File: src/rtl/cska_pkg.sv
// Shared constants for the 32-bit carry-skip adder.
package cska_pkg;
  localparam int DATA_W      = 32;
  localparam int DEF_BLOCK_W = 4;
  localparam int NUM_BLK     = DATA_W / DEF_BLOCK_W;
endpackage

File: src/rtl/cska_block.sv
// One ripple block of the carry-skip chain with its explicit skip multiplexer.
module cska_block
  import cska_pkg::*;
#(
  parameter int BLOCK_W = DEF_BLOCK_W
) (
  input  logic [BLOCK_W-1:0] a,
  input  logic [BLOCK_W-1:0] b,
  input  logic               cin,
  output logic [BLOCK_W-1:0] sum,
  output logic               cout,
  output logic               cmsb
);
  logic [BLOCK_W-1:0] p;
  logic [BLOCK_W-1:0] g;
  logic               blk_p;
  logic               rc;

  assign p     = a ^ b;
  assign g     = a & b;
  assign blk_p = &p;

  always_comb begin
    logic c;
    sum  = '0;
    cmsb = 1'b0;
    c    = cin;
    for (int i = 0; i < BLOCK_W; i++) begin
      sum[i] = p[i] ^ c;
      if (i == BLOCK_W - 1) cmsb = c;
      c = g[i] | (p[i] & c);
    end
    rc = c;
  end

  // When the whole block propagates, the incoming carry bypasses the ripple.
  assign cout = blk_p ? cin : rc;
endmodule

File: src/rtl/cska_32bit.sv
// Registered 32-bit carry-skip adder {Cout,S} = A + B + Cin, one-cycle latency.
// Optional signed-overflow output Ovf is built when CSKA_OVF_EN is defined.
module cska_32bit
  import cska_pkg::*;
#(
  parameter int BLOCK_W = DEF_BLOCK_W
) (
  input  logic              clk,
  input  logic              rst,
  input  logic [DATA_W-1:0] A,
  input  logic [DATA_W-1:0] B,
  input  logic              Cin,
  output logic [DATA_W-1:0] S,
  output logic              Cout
`ifdef CSKA_OVF_EN
  ,
  output logic              Ovf
`endif
);
  // BLOCK_W must divide DATA_W evenly.
  localparam int NBLK = DATA_W / BLOCK_W;

  logic [DATA_W-1:0] s_d;
  logic [DATA_W-1:0] s_q;
  logic              cout_d;
  logic              cout_q;
  logic [NBLK-1:0]   blk_cmsb;
  logic              unused_cmsb;

  // Each generate scope owns its own carry nets so the chain is acyclic per net.
  for (genvar k = 0; k < NBLK; k++) begin : g_blk
    logic cin_k;
    logic cout_k;
    if (k == 0) begin : g_first
      assign cin_k = Cin;
    end else begin : g_rest
      assign cin_k = g_blk[k-1].cout_k;
    end
    cska_block #(.BLOCK_W(BLOCK_W)) u_blk (
      .a    (A[k*BLOCK_W +: BLOCK_W]),
      .b    (B[k*BLOCK_W +: BLOCK_W]),
      .cin  (cin_k),
      .sum  (s_d[k*BLOCK_W +: BLOCK_W]),
      .cout (cout_k),
      .cmsb (blk_cmsb[k])
    );
  end

  assign cout_d      = g_blk[NBLK-1].cout_k;
  assign unused_cmsb = ^blk_cmsb;

  always_ff @(posedge clk) begin
    if (rst) begin
      s_q    <= '0;
      cout_q <= 1'b0;
    end else begin
      s_q    <= s_d;
      cout_q <= cout_d;
    end
  end

  assign S    = s_q;
  assign Cout = cout_q;

`ifdef CSKA_OVF_EN
  logic ovf_d;
  logic ovf_q;

  // Carry into bit 31 differs from carry out of bit 31 exactly on signed overflow.
  assign ovf_d = blk_cmsb[NBLK-1] ^ cout_d;

  always_ff @(posedge clk) begin
    if (rst) ovf_q <= 1'b0;
    else     ovf_q <= ovf_d;
  end

  assign Ovf = ovf_q;
`endif
endmodule

File: config.mk
export PLATFORM = sky130hd
export DESIGN_NAME = cska_32bit
export DESIGN_NICKNAME = d
export VERILOG_FILES = /design/src/rtl/cska_pkg.sv /design/src/rtl/cska_block.sv /design/src/rtl/cska_32bit.sv
export SDC_FILE = /design/constraint.sdc
export NUM_CORES = 1
export LEC_CHECK = 0
export ABC_AREA = 1
export CORE_AREA = 2 2 64 91
export CTS_BUF_LIST = sky130_fd_sc_hd__clkbuf_4
export DETAILED_ROUTE_END_ITERATION = 10
export DIE_AREA = 0 0 66 93
export PLACE_DENSITY = 0.86
export SETUP_SLACK_MARGIN = 0.1
export SYNTH_ARGS = -nofsm -noshare
export SYNTH_HDL_FRONTEND = slang
export SYNTH_SLANG_ARGS = --single-unit
File: constraint.sdc
create_clock -name clk -period 19.42 [get_ports clk]
set_input_delay 2.913 -clock clk [delete_from_list [all_inputs] [get_ports clk]]
set_output_delay 2.913 -clock clk [all_outputs]
set_load 0.05 [all_outputs]
==> impl_metrics.sql <==
INSERT INTO impl_metrics (metric_group, metric, value, unit) VALUES
('outcome', 'outcome', 'finished clean', ''),
('routing', 'routed_via_density', '4.37', ''),
('power_and_ir_drop', 'power_per_cell_area', '69.7', 'nW/µm²'),
('power_and_ir_drop', 'design_power_total', '0.000235', 'W'),
('sta', 'hold_viol_final', '0', ''),
('layout', 'seq_area', '661', 'µm²'),
('clocking', 'total_clock_buffers_created_by_cts', '5', ''),
('layout', 'synthToLayoutAreaGrowth', '51.1', '%'),
('logic_synthesis', 'netlist_top_cells_area', 'sky130_fd_sc_hd__dfxtp_1 30%, sky130_fd_sc_hd__fa_1 29%, sky130_fd_sc_hd__ha_1 18%, sky130_fd_sc_hd__inv_1 7.7%, sky130_fd_sc_hd__nor2_1 5.9%', ''),
('power_and_ir_drop', 'switching_share', '0.372', ''),
('logic_synthesis', 'synth.largest_area_cell', 'sky130_fd_sc_hd__dfxtp_1', ''),
('logic_synthesis', 'mappedNetlistNets', '350', ''),
('setup_path', 'path_max_fanout', '3', ''),
('setup_path', 'levels_on_crit_path', '52', ''),
('routing', 'drt_first_iter_violations', '58', ''),
('setup_path', 'critical-path-top-cell-by-count', 'sky130_fd_sc_hd__fa_1', ''),
('global_routing', 'wire_length_of_the_first_global_routing_pass', '7520', 'µm'),
('routing', 'totalWireLength', '4680', 'µm'),
('setup_path', 'critical_path_buf_inv_count', '5', ''),
('global_routing', 'initial_antenna_violation_count', '0', ''),
('layout', 'layout_commonest_cell', 'sky130_fd_sc_hd__clkdlybuf4s50_1', ''),
('routing', 'ant_nets', '0', ''),
('sta', 'worst_slew_margin_rel', '0.228', ''),
('placed_design', 'total_cell_area_at_the_placement_stage', '3290', 'µm²'),
('power_and_ir_drop', 'ir_drop', '0.0000230', 'V'),
('logic_synthesis', 'synth_top_cell_area_share', '0.296', ''),
('logic_synthesis', 'synth_cell_area', '2230', 'µm²'),
('layout', 'final_standard_cell_area_without_fillers', '3370', 'µm²'),
('clocking', 'post_cts_resized', '0', ''),
('setup_path', 'critPathRequiredTime', '19.66', 'ns'),
('logic_synthesis', 'yosysWarningCount', '0', ''),
('placed_design', 'numPortBuffers', '99', ''),
('sta', 'setup_tns', '0', 'ns'),
('clocking', 'post-cts-setup-buffer-count', '0', ''),
('layout', 'count_of_filler_cells_inserted_in_the_layout', '463', ''),
('run', 'max-cap-violations', '0', ''),
('setup_path', 'slowest_delay', '0.42', 'ns'),
('sta', 'slew_violations', '0', ''),
('clocking', 'cts-root-buf', 'sky130_fd_sc_hd__clkbuf_4', ''),
('setup_path', 'criticalPathCategory', 'in2reg', ''),
('die', 'fp.dieH', '93', 'µm'),
('setup_path', 'startpoint', 'A[0]', ''),
('layout', 'num-nets-final', '452', ''),
('sta', 'post-route-min-period', '17.48', 'ns'),
('setup_path', 'critical_path_arrival', '17.73', 'ns'),
('sta', 'min_period_over_period', '0.900', ''),
('layout', 'mostFrequentLayoutCells', '99 x sky130_fd_sc_hd__clkdlybuf4s50_1, 46 x sky130_fd_sc_hd__inv_1, 35 x sky130_fd_sc_hd__nor2_1, 33 x sky130_fd_sc_hd__dfxtp_1', ''),
('logic_synthesis', 'synth-seq-area-share', '0.296', ''),
('power_and_ir_drop', 'switching_power_summed_over_all_nets', '0.0000874', 'W'),
('logic_synthesis', 'synth_seq_cells', '33', ''),
('power_and_ir_drop', 'part_of_the_total_power_dissipated_in_the_clock_network', '0.215', ''),
('global_routing', 'globalRoute.totalOverflow', '0', ''),
('sta', 'fmaxAchievable', '57.2', 'MHz'),
('die', 'initial_utilization', '0.416', ''),
('clocking', 'clkSinkCount', '33', ''),
('setup_path', 'crit_path_top_delay_cell', 'sky130_fd_sc_hd__clkdlybuf4s50_1', ''),
('die', 'core-area', '5370', 'µm²'),
('clocking', 'htreeDepth', '2', ''),
('placed_design', 'dp_hpwl', '4080', 'µm'),
('routing', 'drc', '0', ''),
('logic_synthesis', 'synthDistinctLibCells', '18', ''),
('layout', 'post_route_cells_drive_above_1_share', '0.0528', ''),
('clocking', 'clock_path_buffers', '2', ''),
('power_and_ir_drop', 'leakage', '1.58', 'nW'),
('layout', 'area_of_the_multi_input_gates', '1380', 'µm²'),
('sta', 'tightestPinTransition', '1.15', 'ns'),
('placed_design', 'gp_routability_congestion', '0.791', ''),
('setup_path', 'end_kind', 'flop', ''),
('die', 'num_rows', '32', ''),
('logic_synthesis', 'postSynthCellCount', '219', ''),
('die', 'die_width', '66', 'µm');
-- worst min path at each step --
stage | to | cells after the start
CTS | S[31]$_SDFF_PP0_ | 4
global placement | S[0]$_SDFF_PP0_ | 4
finish | S[31]$_SDFF_PP0_ | 4
global route | S[31]$_SDFF_PP0_ | 4
detailed placement | S[31]$_SDFF_PP0_ | 4
floorplan | S[2]$_SDFF_PP0_ | 2
-- power by group through the flow --
stage | registers, W | clock network (W) | logic [W]
after global routing | 0.0000800 | 0.0000550 | 0.000115
final | 0.0000793 | 0.0000505 | 0.000105
after detailed placement | 0.0000810 | 0 | 0.000106
after CTS | 0.0000794 | 0.0000526 | 0.000107
after floorplan | 0.000115 | 0 | 0.0000283
after global placement | 0.0000807 | 0 | 0.000103
-- worst min-delay path: cells and delay by family --
family,cells,cell delay (ns)
buffers and inverters,2,0.52
adders and majority gates,1,0.16
and+or+nand+nor,1,0.04
-- per-layer routing --
metal	track usage	part of all wire	vias to the layer above
met5	0	0	-
met3	0.0265	0.052	10
li1	-	-	837
met4	0.0799	0.032	0
met1	0.160	0.33	794
met2	0.315	0.58	62
-- per-stage QoR --
stage	std cells	utilization	worst slack (ns)	hold WS, ns
3_3_place_gp	382	0.614	1.92	3.66
4_1_cts	390	0.628	1.90	3.33
5_1_grt	390	0.628	1.40	3.36
3_5_place_dp	382	0.614	1.57	3.68
6_report	390	0.628	1.94	3.35
2_1_floorplan	219	-	2.82	3.16
-- sequential cells by signal, summed over array words and instances (netlist names) --
signal  cells
S          32
Cout        1
-- Yosys cell counts --
| master | number |
|---|---|
| sky130_fd_sc_hd__inv_1 | 46 |
| sky130_fd_sc_hd__nor2_1 | 35 |
| sky130_fd_sc_hd__dfxtp_1 | 33 |
| sky130_fd_sc_hd__fa_1 | 32 |
| sky130_fd_sc_hd__ha_1 | 32 |
| sky130_fd_sc_hd__nand2_1 | 16 |
| sky130_fd_sc_hd__nand3_2 | 6 |
| sky130_fd_sc_hd__nand4_1 | 5 |
| sky130_fd_sc_hd__clkbuf_1 | 4 |
| sky130_fd_sc_hd__and2_2 | 2 |
| sky130_fd_sc_hd__a21oi_1 | 1 |
| sky130_fd_sc_hd__a31oi_1 | 1 |
| sky130_fd_sc_hd__nand3_1 | 1 |
| sky130_fd_sc_hd__nor2_2 | 1 |
| sky130_fd_sc_hd__o21ai_0 | 1 |
| sky130_fd_sc_hd__o21ai_1 | 1 |
| sky130_fd_sc_hd__or2_1 | 1 |
| sky130_fd_sc_hd__or2_2 | 1 |
-- cells by family after synthesis --
family | count (synthesis) | synth area share
AND/OR/NAND/NOR | 68 | 0.144
adder cells (fa/ha/maj) | 64 | 0.466
buffers and inverters | 50 | 0.0841
flip-flops | 33 | 0.296
AO/OA/AOI/OAI | 4 | 0.00952
-- final cells by class --
class / instances / area share
clock buffers: 6 / 0.0134
clock inverters: 2 / 0.0100
inverters: 46 / 0.0512
multi-input cells: 136 / 0.410
flip-flops and latches: 33 / 0.196
well taps: 68 / 0.0252
repair buffers: 99 / 0.294
No activity file was read; power rests on OpenSTA's default activity.
